==> config.mk <==
export PLATFORM = sky130hd
export DESIGN_NAME = axis_stream_fifo
export DESIGN_NICKNAME = d
export VERILOG_FILES = /design/src/rtl/axis_stream_fifo.sv
export SDC_FILE = /design/constraint.sdc
export NUM_CORES = 1
export LEC_CHECK = 0
export BUFFER_PORTS_ARGS = -buffer_cell sky130_fd_sc_hd__buf_2
export CAP_MARGIN = 20
export CORE_MARGIN = 3
export CORE_UTILIZATION = 56
export DETAILED_ROUTE_END_ITERATION = 7
export GPL_ROUTABILITY_DRIVEN = 0
export PLACE_DENSITY = 0.76
export REMOVE_ABC_BUFFERS = 1
export SYNTH_ARGS = -nofsm -noshare
export SYNTH_HDL_FRONTEND = slang
export SYNTH_SLANG_ARGS = --single-unit
==> constraint.sdc <==
create_clock -name s_aclk -period 6.25 [get_ports s_aclk]
set_input_delay 0 -clock s_aclk [delete_from_list [all_inputs] [get_ports s_aclk]]
set_output_delay 0 -clock s_aclk [all_outputs]
set_load 0.005 [all_outputs]
==> src/rtl/axis_stream_fifo.sv <==
// rtl/axis_stream_fifo.sv - single-clock AXI4-Stream FIFO with FWFT head, reset wait and handshake-violation pulses (optional AXIS_STREAM_FIFO_COUNT_EN)
module axis_stream_fifo #(
    parameter int DATA_WIDTH = 64,
    parameter int KEEP_WIDTH = DATA_WIDTH / 8,
    parameter int DEPTH      = 16,
    parameter int RESET_WAIT = 3
) (
    input  logic                  s_aclk,
    input  logic                  s_aresetn,
    input  logic                  s_axis_tvalid,
    output logic                  s_axis_tready,
    input  logic [DATA_WIDTH-1:0] s_axis_tdata,
    input  logic [KEEP_WIDTH-1:0] s_axis_tkeep,
    input  logic                  s_axis_tlast,
    output logic                  m_axis_tvalid,
    input  logic                  m_axis_tready,
    output logic [DATA_WIDTH-1:0] m_axis_tdata,
    output logic [KEEP_WIDTH-1:0] m_axis_tkeep,
    output logic                  m_axis_tlast,
    output logic                  axis_overflow,
    output logic                  axis_underflow
`ifdef AXIS_STREAM_FIFO_COUNT_EN
    ,
    output logic [$clog2(DEPTH):0] axis_data_count
`endif
);

    localparam int PTR_W   = $clog2(DEPTH);
    localparam int CNT_W   = PTR_W + 1;
    localparam int ENTRY_W = DATA_WIDTH + KEEP_WIDTH + 1;
    localparam int WAIT_W  = $clog2(RESET_WAIT + 1) + 1;

    // Entry layout: {tlast, tkeep, tdata}, stored untouched
    logic [ENTRY_W-1:0] mem [DEPTH];

    logic [PTR_W-1:0]  wr_ptr;
    logic [PTR_W-1:0]  rd_ptr;
    logic [CNT_W-1:0]  count;
    logic [WAIT_W-1:0] wait_cnt;
    logic              ready_en;
    logic              full;
    logic              wr_en;
    logic              rd_en;
    logic [ENTRY_W-1:0] head;

    assign full          = (count == CNT_W'(DEPTH));
    // Full blocks writes even when a read happens in the same cycle
    assign s_axis_tready = ready_en & ~full;
    assign m_axis_tvalid = (count != '0);
    assign wr_en         = s_axis_tvalid & s_axis_tready;
    assign rd_en         = m_axis_tvalid & m_axis_tready;

    // Head entry falls through combinationally; forced to zero when empty
    assign head          = mem[rd_ptr];
    assign m_axis_tdata  = m_axis_tvalid ? head[DATA_WIDTH-1:0] : '0;
    assign m_axis_tkeep  = m_axis_tvalid ? head[DATA_WIDTH +: KEEP_WIDTH] : '0;
    assign m_axis_tlast  = m_axis_tvalid & head[ENTRY_W-1];

`ifdef AXIS_STREAM_FIFO_COUNT_EN
    assign axis_data_count = count;
`endif

    // Storage array; contents need no reset since count gates visibility
    always_ff @(posedge s_aclk) begin
        if (wr_en) begin
            mem[wr_ptr] <= {s_axis_tlast, s_axis_tkeep, s_axis_tdata};
        end
    end

    // Post-reset wait: hold off tready for RESET_WAIT cycles after release
    always_ff @(posedge s_aclk or negedge s_aresetn) begin
        if (!s_aresetn) begin
            wait_cnt <= '0;
            ready_en <= 1'b0;
        end else if (!ready_en) begin
            wait_cnt <= wait_cnt + WAIT_W'(1);
            if (32'(wait_cnt) + 32'd1 >= RESET_WAIT) begin
                ready_en <= 1'b1;
            end
        end
    end

    // Pointers and occupancy; simultaneous read and write leaves count unchanged
    always_ff @(posedge s_aclk or negedge s_aresetn) begin
        if (!s_aresetn) begin
            wr_ptr <= '0;
            rd_ptr <= '0;
            count  <= '0;
        end else begin
            if (wr_en) begin
                wr_ptr <= wr_ptr + PTR_W'(1);
            end
            if (rd_en) begin
                rd_ptr <= rd_ptr + PTR_W'(1);
            end
            case ({wr_en, rd_en})
                2'b10:   count <= count + CNT_W'(1);
                2'b01:   count <= count - CNT_W'(1);
                default: count <= count;
            endcase
        end
    end

    // Handshake violations as registered single-cycle pulses
    always_ff @(posedge s_aclk or negedge s_aresetn) begin
        if (!s_aresetn) begin
            axis_overflow  <= 1'b0;
            axis_underflow <= 1'b0;
        end else begin
            axis_overflow  <= s_axis_tvalid & ~s_axis_tready & ready_en;
            axis_underflow <= m_axis_tready & ~m_axis_tvalid;
        end
    end

endmodule

==> results by group, run 1 <==
Critical path
  • Worst EP required: 6.25 ns
  • Worst setup SP type: flip-flop
  • WS Path Type: reg2out
  • Worst path arrival time: 3.99 ns
  • CP max FO: 53
  • CP endpoint kind: output port

Timing
  • Min Tclk post-route: 3.99 ns
  • Fin. Hold Viols: 0
  • Worst-Margin Slew: ~1.1 ns
  • Slew headroom: between 20% and 30%
  • Unrepaired setup endpoints after global routing: no
  • Clk_skew: approximately 0.020 ns
  • Max Freq: about 250 MHz
  • Fin crit share: roughly 64%
  • Worst hold slack: ~0.17 ns
  • Final max-slew violation count: 0
  • Setup-failing EPs final: 0

Global route
  • Global route overflow: 0
  • Vias in the first global route: ~23000
  • First-pass GRT wire length: 153000 um
  • Total GRT Usage: around a quarter
  • Initial antenna violation count: 4
  • Largest net degree at the start of global routing: between 100 and 150

Floorplan
  • DIE AREA: 0.0843 mm^2
  • DIE WIDTH: 290 um
  • Starting Density: a little under three fifths
  • Top Ports: ~150
  • Row count: just over 100
  • Die H: just under 300 um
  • CORE AREA: roughly 0.080 mm^2

Logic synthesis
  • Largest family of logic cells by synthesized area: multiplexers
  • Post-synth top area share: slightly below 80%
  • Compound-Gate Fraction of Synth Area: under 10%
  • Ys Warns: 0
  • Average footprint of a synthesized cell: 23.9 um^2
  • Register area share after synthesis: a little under 80%
  • Synthesized area: approximately 0.045 mm^2
  • Adder-Cell Fraction of Synth Area: 0.276%
  • Multiplexer share of the synthesized area: between 10% and 20%
  • Gate count after technology mapping: 1893
  • Simple-Gate Fraction of Synth Area: 1.58%
  • Largest area contributor in the netlist: edfxtp_1
  • Post-synthesis register bit count: 1187
  • Post-synth cell types: 37
  • Top cells by area, synth: edfxtp_1 77%, mux4_2 15%, mux2_2 1.9%
  • Synth Area in XOR/XNOR: 0.271%

Layout
  • Layout cells sized above 1: roughly a third
  • Final net count: 2259
  • Area grow syn2layout: 14.5%
  • Fin area: ~0.052 mm^2
  • Filler cells: between 4000 and 5000

Placement
  • Placement-stage cell area: ~0.047 mm^2
  • Port buffer count: approximately 150
  • DP HPWL: between 40000 and 50000 um

Run status
  • Status: finished clean

Routing
  • First drt pass iteration count: 5
  • DR vias/cell: around 6.4
  • # DRC: 0
  • DRT Wirelength: between 100000 and 150000 um
  • DR WL/cell: slightly above 30 um
  • Final ANT Viol Nets: 0
  • DRT iter0 DRCs: 2432
  • Via count: 21400

Clocking
  • Worst-case clock buffer depth: 3
  • TritonCTS Buffers: 110
  • Clk Latency, worst-skew pair: between 0.6 and 0.7 ns
  • H-tree levels: 3
  • CTS sink count: 1187
  • CTS tree: built
  • Root buffer cell: clkbuf_16
  • Reg clk slew, reported paths: about 0.06 ns

Power
  • Worst vdd ir: ~0.00046 V
  • Flop pwr share: between 40% and 50%
  • Int Power: between 15000 and 20000 uW
  • P_leak: between 0.015 and 0.02 uW
  • P_sw: between 6000 and 7000 uW
  • Combinational share of power: roughly 29%
  • Clock power share: ~29%
  • PwrDens: 454 mW/mm^2
  • Net Sw Frac: 28.8%

Hold path
  • Hold Crit Class: in2reg

Run
  • MaxCap Viol Count: 0
-- Yosys cell counts, drive strengths merged --
| library cell | n |
|---|---|
| clkbuf | 23 |
| nor2b | 73 |
| nand2b | 3 |
| nand2 | 10 |
| mux4 | 292 |
| o211ai | 2 |
| or3 | 1 |
| mux2 | 76 |
| nand4b | 1 |
| nand3 | 3 |
| and2 | 2 |
| dfrtp | 19 |
| or4 | 1 |
| xnor2 | 9 |
| nor3b | 1 |
| edfxtp | 1168 |
| o31ai | 1 |
| nor4 | 1 |
| ha | 10 |
| buf | 80 |
| xor2 | 5 |
| a21oi | 2 |
| nand4 | 3 |
| or2 | 1 |
| a221o | 73 |
| nor2 | 18 |
| inv | 5 |
| nand3b | 1 |
| nand4bb | 1 |
| o21ai | 3 |
| nor3 | 4 |
| a31oi | 1 |
-- what timing repair did --
action / 4_1_cts / 5_1_grt
endpoints found under the setup margin: 0 / 0
hold buffers: 77 / 0
hold endpoints to repair: 1196 / 0
gates resized for setup: 0 / 0
buffers inserted: 0 / 0
-- stage by stage --
step                      TNS, ns  setup slack [ns]  utilization (%)  cells  total power (uW)
after floorplan           -422.55             -3.76                -   1790             15200
after global placement          0              2.71             59.6   3032             16700
after detailed placement        0              2.61             59.6   3033             16900
after CTS                       0              2.24             65.2   3314             23700
after global routing            0              2.14             65.2   3315             24400
final                           0              2.26             65.2   3318             23500
-- power groups by stage --
stage | clock, uW | sequential [uW] | combinational, uW
6_report | 6770 | 9960 | 6810
5_1_grt | 7160 | 10000 | 7250
4_1_cts | 6860 | 9970 | 6910
3_5_place_dp | 0 | 10100 | 6760
3_3_place_gp | 0 | 10000 | 6670
2_1_floorplan | 0 | 10600 | 4610
-- logic make-up after synthesis --
group           Yosys count
flops                  1187
compound gates           82
simple gates            124
buf+inv                 108
mux                     368
xor+xnor                 14
fa+ha+maj                10
-- metal layers --
layer	part of all wire, %	vias up	track usage [%]
met5	0	-	0
met4	3.1	0	8.66
met3	7.9	205	4.30
met2	51	1103	40.2
met1	38	11400	33.7
li1	-	8658	-
-- critical path, cell delays in order (launching register included) --
cell and delay [ns]:
dfrtp_1 0.47, or4_4 0.58, o211ai_4 0.65, buf_4 0.86
nor2b_1 0.16, a221o_1 0.40, buf_2 0.17
-- flip-flops by register name, indices dropped and copies added (netlist names) --
name            cells
wr_ptr              4
ready_en            1
mem              1168
axis_underflow      1
wait_cnt            3
count               5
rd_ptr              4
axis_overflow       1
-- final cells by class --
| type | instances | area, um^2 | area share [%] |
|---|---|---|---|
| Antenna cell | 4 | 10.0 | 0.0193 |
| Clock buffer | 136 | 2930 | 5.66 |
| Clock inverter | 68 | 731 | 1.41 |
| Inverter | 5 | 18.8 | 0.0362 |
| Multi-Input combinational cell | 598 | 9320 | 18.0 |
| Sequential cell | 1187 | 35600 | 68.6 |
| Tap cell | 1050 | 1310 | 2.53 |
| Timing Repair Buffer | 270 | 1950 | 3.76 |
-- cells in the final DEF (no fill, tap or decap), types with 2 or more instances in the layout --
cell type      instances
clkinvlp_4             3
mux4_2               292
dlygate4sd3_1         77
xnor2_1                9
clkinv_1              21
nor2b_1               73
dfrtp_1               16
clkinv_4               3
dfrtp_4                3
clkbuf_8               2
buf_2                153
clkinv_2              23
nand2_1               10
nor3_2                 4
xor2_1                 5
and2_1                 2
clkbuf_16            113
inv_1                  5
ha_1                  10
nand2b_1               3
bufinv_16             15
buf_4                 31
nand4_1                3
buf_12                 9
edfxtp_1            1168
nor2_1                 4
diode_2                4
o21ai_0                3
nor2_4                13
a221o_1               73
clkbuf_1              21
a21oi_1                2
nand3_1                3
mux2_2                76
inv_6                  2
-- worst paths after layout --
path,start,to,slack [ns],cells past startpoint
min reg2reg,wait_cnt[1],ready_en,0.50,1
max in group asynchronous,s_aresetn,rd_ptr[0],4.96,3
max,count[2],m_axis_tdata[49],2.26,6
max reg2reg,count[1],mem[9][41],2.56,5
min,m_axis_tready,axis_underflow,0.17,3
min in group asynchronous,s_aresetn,axis_underflow,0.57,3
No activity file was read; power rests on OpenSTA's default activity.
==> inputs of run 2 (changes only) <==
Clock period 6.25 ns to 3.6 ns, I/O delays scaled along.
==> run 2 against run 1 <==
Net effect: flip-flop and latch count unchanged; clock skew up 0.0048 ns; routed wire length down 1.6%; sequential power up 73%; cell count up 0.72%; sequential share of layout area down 0.81 points; global-route usage down 0.55 points; hold slack worse by 0.014 ns; critical path depth down 1; largest power group unchanged.
==> results by group, run 2 (same netlist as run 1, synthesis figures left out) <==
Run status
  • Status: finished clean

Routing
  • DRT iter0 DRCs: 2571 (+5.7%)
  • Via count: 21300 (-0.23%)
  • # DRC: 0 (unchanged)
  • First drt pass iteration count: 6 (+1)
  • DR WL/cell: 29.8 um (-2.3%)
  • DR WL met3: 9260 um (+15%)
  • Max layer used: met5
  • M1 WL: 38600 um (+0.83%)
  • DR vias/cell: 6.38 (-0.95%)
  • Met2 wire len: 49200 um (-5.0%)
  • DRT Wirelength: 99700 um (-1.6%)
  • Final ANT Viol Nets: 0 (unchanged)

Layout
  • Final net count: 2282 (+1.0%)
  • Max reg flops: 1168 (unchanged)
  • Layout cells sized above 1: 33.6% (+0.51 points)
  • Non-Filler Instances: 3342 (+0.72%)
  • Area grow syn2layout: 15.9%
  • Commonest non-fill, non-tap cell in the layout: edfxtp_1
  • Most frequent cells in the layout: 1168 x edfxtp_1, 292 x mux4_2, 153 x buf_2
  • Largest register by flop count: mem
  • Filler cells: 4798 (-1.1%)
  • Final Util: 66.0% (+0.78 points)
  • Top flop regs: mem: 1168 flops, count: 5 flops

Critical path
  • Critical-path top delay cell: dfrtp_4
  • CP cell instances: buf_12, mux4_2, mux2_2, a221o_1, buf_2
  • Crit-path max cell delay: 0.83 ns (-0.03 ns)
  • CP endpoint kind: output port
  • Crit path buf inv count: 2 (unchanged)
  • WS Path Type: reg2out
  • Worst path arrival time: 3.31 ns (-0.68 ns)
  • Worst setup SP type: flip-flop
  • CP top delay family: multiplexers
  • Reg2reg start: count[1]
  • Start point of the critical path: rd_ptr[1]
  • Worst EP required: 3.60 ns (-2.65 ns)
  • CP max FO: 41 (-23%)

Global route
  • First-pass GRT wire length: 150000 um (-2.2%)
  • Global route overflow: 0 (unchanged)
  • Total GRT Usage: 23.9% (-0.55 points)
  • Vias in the first global route: 22900 (+0.36%)
  • Initial antenna violation count: 7 (+3)
  • Largest net degree at the start of global routing: 81 (-45%)

Timing
  • Final max-slew violation count: 0 (unchanged)
  • Max Freq: ~300 MHz
  • Fin. Hold Viols: 0 (unchanged)
  • Setup-failing EPs final: 0 (unchanged)
  • Unrepaired setup endpoints after global routing: no
  • Post-route setup TNS: 0 ns (unchanged)
  • Slew headroom: 37.2% (+12 points)
  • Fin crit share: 91.9%
  • Clk_skew: 0.0245 ns (+0.00479 ns)
  • Min Tclk post-route: 3.31 ns
  • Worst-Margin Slew: 0.939 ns (-0.186 ns)

Clocking
  • TritonCTS Buffers: 112 (+1.8%)
  • CTS tree: built
  • Post-cts sizing count: 0 (unchanged)
  • Post-CTS Setup Repair Bufs: 0 (unchanged)
  • Root buffer cell: clkbuf_16
  • Reg clk slew, reported paths: 0.06 ns (about the same)
  • CTS sink count: 1187 (unchanged)
  • Worst-case clock buffer depth: 3 (unchanged)
  • H-tree levels: 3 (unchanged)
  • Clk Latency, worst-skew pair: 0.67 ns (about the same)

Floorplan
  • Row count: 103 (unchanged)
  • Top Ports: 154 (unchanged)
  • Die H: 290 um (unchanged)
  • Starting Density: 56.9% (unchanged)
  • DIE AREA: 0.0843 mm^2 (unchanged)
  • DIE WIDTH: 290 um (unchanged)
  • CORE AREA: 0.0795 mm^2 (unchanged)

Hold path
  • Hold Crit Class: in2reg
  • Hold Crit Start: m_axis_tready

Power
  • Worst vdd ir: 0.000563 V (+24%)
  • Clock power share: 29.1% (+0.3 points)
  • P_leak: 0.0168 uW (+1.5%)
  • Int Power: 29700 uW (+77%)
  • Flop pwr share: 41.7% (-0.6 points)
  • Combinational share of power: 29.2% (+0.3 points)
  • P_sw: 11700 uW (+73%)
  • Net Sw Frac: 28.3% (-0.46 points)
  • PwrDens: 789 mW/mm^2 (+74%)

Placement
  • Post-placement cell count: 3054 (+0.69%)
  • DP HPWL: 48300 um (-1.2%)
  • Port buffer count: 153 (unchanged)

Run
  • MaxCap Viol Count: 0 (unchanged)
-- run 2: repair_timing --
action / 4_1_cts / 5_1_grt
endpoints found under the hold margin: 1196 / 0
hold buffers: 77 / 0
setup endpoints to repair: 0 / 0
-- run 2: final cells by class --
class                   count  area, um^2  area share [%]
flip-flops and latches   1187       35600            67.8
well taps                1050        1310            2.50
diodes                      3        7.51          0.0143
multi-input cells         598        9320            17.8
repair buffers            291        2430            4.64
clock buffers             135        3000            5.71
clock inverters            73         806            1.54
inverters                   5        18.8          0.0358
-- run 2: power by group through the flow --
stage / logic [uW] / clock network (uW) / registers [uW]
floorplan: 6010 / 0 / 18000
global placement: 11900 / 0 / 17400
detailed placement: 12000 / 0 / 17500
CTS: 12300 / 12200 / 17300
global route: 12900 / 12800 / 17300
finish: 12100 / 12100 / 17200
-- run 2: through the flow --
step	cell area, um^2	hold WS, ns	power (uW)	setup slack (ns)
2_1_floorplan	44800	-0.296	24000	-6.41
3_3_place_gp	47900	-0.0481	29300	0.697
3_5_place_dp	47900	-0.0251	29500	0.543
4_1_cts	52400	0.118	41700	0.222
5_1_grt	52400	0.146	43000	0.174
6_report	52400	0.159	41400	0.293
-- run 2: metal layers --
layer  track usage, %  vias to the layer above
met4             7.29                        8
met2             38.3                     1117
li1                 -                     8717
met3             5.13                      184
met1             33.9                    11300
met5                0                        -
-- run 2: worst reg2reg max path, delay by kind of cell, from the launching register on --
kind | cells | cell delay [ns]
simple gates | 2 | 0.42
fa+ha+maj | 2 | 0.59
flops | 1 | 0.50
compound gates | 3 | 0.97
xor+xnor | 2 | 0.35
buf+inv | 1 | 0.15
-- run 2: worst paths after layout --
path                                     to  slack (ns)  cells after the start
max reg2reg                        count[4]        0.49                     10
min                          axis_underflow        0.16                      3
min reg2reg                     wait_cnt[2]        0.50                      1
max                        m_axis_tdata[63]        0.29                      5
max in group asynchronous         rd_ptr[3]        2.34                      3
min in group asynchronous         wr_ptr[3]        0.57                      3
==> inputs of run 3 (changes only) <==
Settings changed: ABC_AREA set to 1.
==> run 3 against run 2 <==
Net effect: critical path depth increased by 3; final area increased by 8.2%; highest routed layer unchanged; sequential share of layout area decreased by 5.1 points; non-clock buffer count increased by 14; clock power about the same; synthesized area increased by 12%.
==> results by group, run 3 <==
Run
  • MaxCap Viol Count: 0 (unchanged)

Critical path
  • WS Path Type: reg2out
  • Crit path buf inv count: 3 (+1)
  • CP top delay family: buffers and inverters
  • CP max FO: 210 (+410%)
  • Worst setup SP type: flip-flop
  • Crit-path most repeated cell: nand3_1
  • FF-to-FF path depth: 12 (+2)
  • Critical-path top delay cell: dfrtp_4
  • R2R setup slack: 0.89 ns (+0.40 ns)
  • R2r endpoint: count[4]
  • CP endpoint kind: output port
  • Reg2reg start: count[0]
  • Worst path arrival time: 3.38 ns (+0.07 ns)
  • Worst EP required: 3.60 ns (about the same)
  • CP cell instances: clkinv_16, buf_4, nand2_1, nand3_1, nand3_1, nand3_1, a21oi_1, buf_2
  • Crit-path max cell delay: 0.68 ns (-0.15 ns)

Clocking
  • TritonCTS Buffers: 114 (+1.8%)
  • CTS tree: built
  • CTS sink count: 1187 (unchanged)
  • Root buffer cell: clkbuf_16
  • Reg clk slew, reported paths: 0.06 ns (about the same)
  • Post-cts sizing count: 0 (unchanged)
  • H-tree levels: 3 (unchanged)
  • Worst-case clock buffer depth: 3 (unchanged)
  • Clk Latency, worst-skew pair: 0.70 ns (+0.03 ns)

Placement
  • Port buffer count: 153 (unchanged)
  • Placement-stage cell area: 0.0523 mm^2 (+9.2%)
  • Pre-CTS setup slack: 0.971 ns (+0.427 ns)
  • DP HPWL: 59800 um (+24%)

Logic synthesis
  • Largest area contributor in the netlist: edfxtp_1
  • Commonest cells in the netlist: 1782 x nand2_1, 1168 x edfxtp_1, 743 x nand3_1, 608 x inv_1, 133 x buf_2
  • Synthesized area: 0.0505 mm^2 (+12%)
  • Most numerous cell in the Yosys netlist: nand2_1
  • Post-synthesis register bit count: 1187 (unchanged)
  • Ys Warns: 0 (unchanged)
  • Register area share after synthesis: 70.4% (-8.1 points)
  • Ys async rst share: 1.60% (unchanged)
  • Post-synth top area share: 69.5% (-8.0 points)
  • Number of flops mapped to enable cells by yosys: 1168 (unchanged)
  • Average footprint of a synthesized cell: 10.7 um^2 (-55%)
  • Top cells by area, synth: edfxtp_1 69%, nand2_1 13%, nand3_1 7.4%
  • Ys flop type: edfxtp_1
  • Gate count after technology mapping: 4701 (+150%)
  • Post-synth cell types: 23 (-38%)

Routing
  • DRT Wirelength: 123000 um (+23%)
  • DRT iter0 DRCs: 3901 (+52%)
  • DR WL/cell: 20.0 um (-33%)
  • DR WL met3: 11900 um (+28%)
  • M1 WL: 47900 um (+24%)
  • Max layer used: met5
  • DR vias/cell: 5.54 (-13%)
  • Via count: 34000 (+60%)
  • Final ANT Viol Nets: 0 (unchanged)
  • # DRC: 0 (unchanged)
  • First drt pass iteration count: 6 (unchanged)
  • Met2 wire len: 59500 um (+21%)

Global route
  • Largest net degree at the start of global routing: 211 (+160%)
  • Initial antenna violation count: 8 (+1)
  • First-pass GRT wire length: 188000 um (+26%)
  • Total GRT Usage: 26.0% (+2.1 points)
  • Vias in the first global route: 32800 (+43%)
  • Global route overflow: 0 (unchanged)

Layout
  • Layout cells sized above 1: 8.44% (-25 points)
  • Area grow syn2layout: 12.5%
  • Largest register by flop count: mem
  • Max reg flops: 1168 (unchanged)
  • Top flop regs: mem: 1168 flops, count: 5 flops
  • Commonest non-fill, non-tap cell in the layout: nand2_1
  • Most frequent cells in the layout: 1782 x nand2_1, 1168 x edfxtp_1, 743 x nand3_1
  • Final net count: 4957 (+120%)
  • Fin area: 0.0568 mm^2 (+8.2%)

Timing
  • Fin. Hold Viols: 0 (unchanged)
  • Unrepaired setup endpoints after global routing: no
  • Min Tclk post-route: 3.38 ns (+0.0761 ns)
  • Final max-slew violation count: 0 (unchanged)
  • Max Freq: 296 MHz (-2.2%)
  • Post-route setup TNS: 0 ns (unchanged)
  • Fin crit share: 94.0% (+2.1 points)
  • Setup-failing EPs final: 0 (unchanged)
  • Slew headroom: 38.6% (+1.5 points)
  • Clk_skew: 0.0207 ns (-0.00381 ns)
  • Final setup margin: 0.217 ns (-0.0761 ns)
  • Worst-Margin Slew: 0.917 ns (-0.0222 ns)

Power
  • Worst vdd ir: 0.000644 V (+14%)
  • PwrDens: 774 mW/mm^2 (-1.9%)
  • P_leak: 0.0235 uW (+40%)

Run status
  • Status: finished clean

Hold path
  • Hold Path Stages: 4 (+1)
  • Hold Crit Class: in2reg
  • Hold Crit Start: m_axis_tready
  • Hold Crit Endpoint: axis_underflow

Floorplan
  • Starting Density: 56.8% (-0.17 points)
  • Die H: 306 um (+5.5%)
  • Row count: 109 (+5.8%)
  • CORE AREA: 0.0889 mm^2 (+12%)
  • DIE WIDTH: 306 um (+5.5%)
  • Top Ports: 154 (unchanged)
  • DIE AREA: 0.0938 mm^2 (+11%)
==> run 3: cell types whose count changed in the layout (fill, tap and decap cells not counted), sizes merged, moves of 73 or more <==
| cell | delta |
|---|---|
| nand2 | +1773 |
| nand3 | +740 |
| inv | +607 |
| mux4 | -292 |
| mux2 | -76 |
| a21oi | +73 |
| a221o | -73 |
| nor2b | -73 |
==> run 3: how the worst max path moves through the flow <==
stage | startpoint | end | slack, ns | cells after the start
finish | rd_ptr[0] | m_axis_tdata[8] | 0.22 | 8
global placement | count[0] | m_axis_tkeep[7] | 1.04 | 7
CTS | rd_ptr[0] | m_axis_tdata[48] | 0.28 | 8
global route | rd_ptr[0] | m_axis_tdata[60] | 0.15 | 8
floorplan | rd_ptr[0] | m_axis_tdata[16] | -13.47 | 6
detailed placement | count[0] | count[4] | 0.97 | 12
==> run 3: logic make-up after synthesis <==
group | Yosys count | synth area share [%]
flops | 1187 | 70.4
fa+ha+maj | 10 | 0.248
simple gates | 2549 | 20.8
buf+inv | 862 | 7.46
xor+xnor | 11 | 0.191
compound gates | 82 | 0.823
==> run 3: per-layer routing <==
layer	track usage [%]	vias up
met1	35.6	16200
li1	-	15800
met5	0	-
met2	43.1	1701
met3	4.26	266
met4	8.59	8
==> run 3: cell type report <==
type                    count  area [um^2]
well taps                1165         1460
diodes                      5         12.5
flip-flops and latches   1187        35600
clock inverters            80          762
inverters                 610         2330
clock buffers             133         2920
repair buffers            305         2460
fillers                  6466        32200
multi-input cells        2652        11200
==> run 3: repair_timing <==
action                    in CTS  in global routing
setup buffers                  0                  0
hold endpoints to repair    1195                  0
hold buffers                  77                  0
==> run 3: worst register-to-register path, delay by kind of cell, from the launching register on <==
kind                     cells  cell delay, ns
adder cells (fa/ha/maj)      2            0.60
AND/OR/NAND/NOR              8            1.21
AO/OA/AOI/OAI                1            0.13
XOR/XNOR                     1            0.25
flip-flops                   1            0.42
==> run 3: power by group <==
part,internal (uW),total [uW],switching [uW]
sequential,16600,17200,582
combinational,4490,15000,10500
clock,6680,11800,5080
==> run 3: per-stage QoR <==
step / total power [uW] / std cells / hold slack, ns / util, %
5_1_grt: 46300 / 6132 / 0.0997 / 63.8
3_5_place_dp: 32200 / 5842 / -0.0135 / 58.8
3_3_place_gp: 31900 / 5842 / -0.0235 / 58.8
2_1_floorplan: 24600 / 4449 / -0.296 / -
4_1_cts: 44000 / 6132 / 0.0498 / 63.8
6_report: 43900 / 6137 / 0.0948 / 63.8
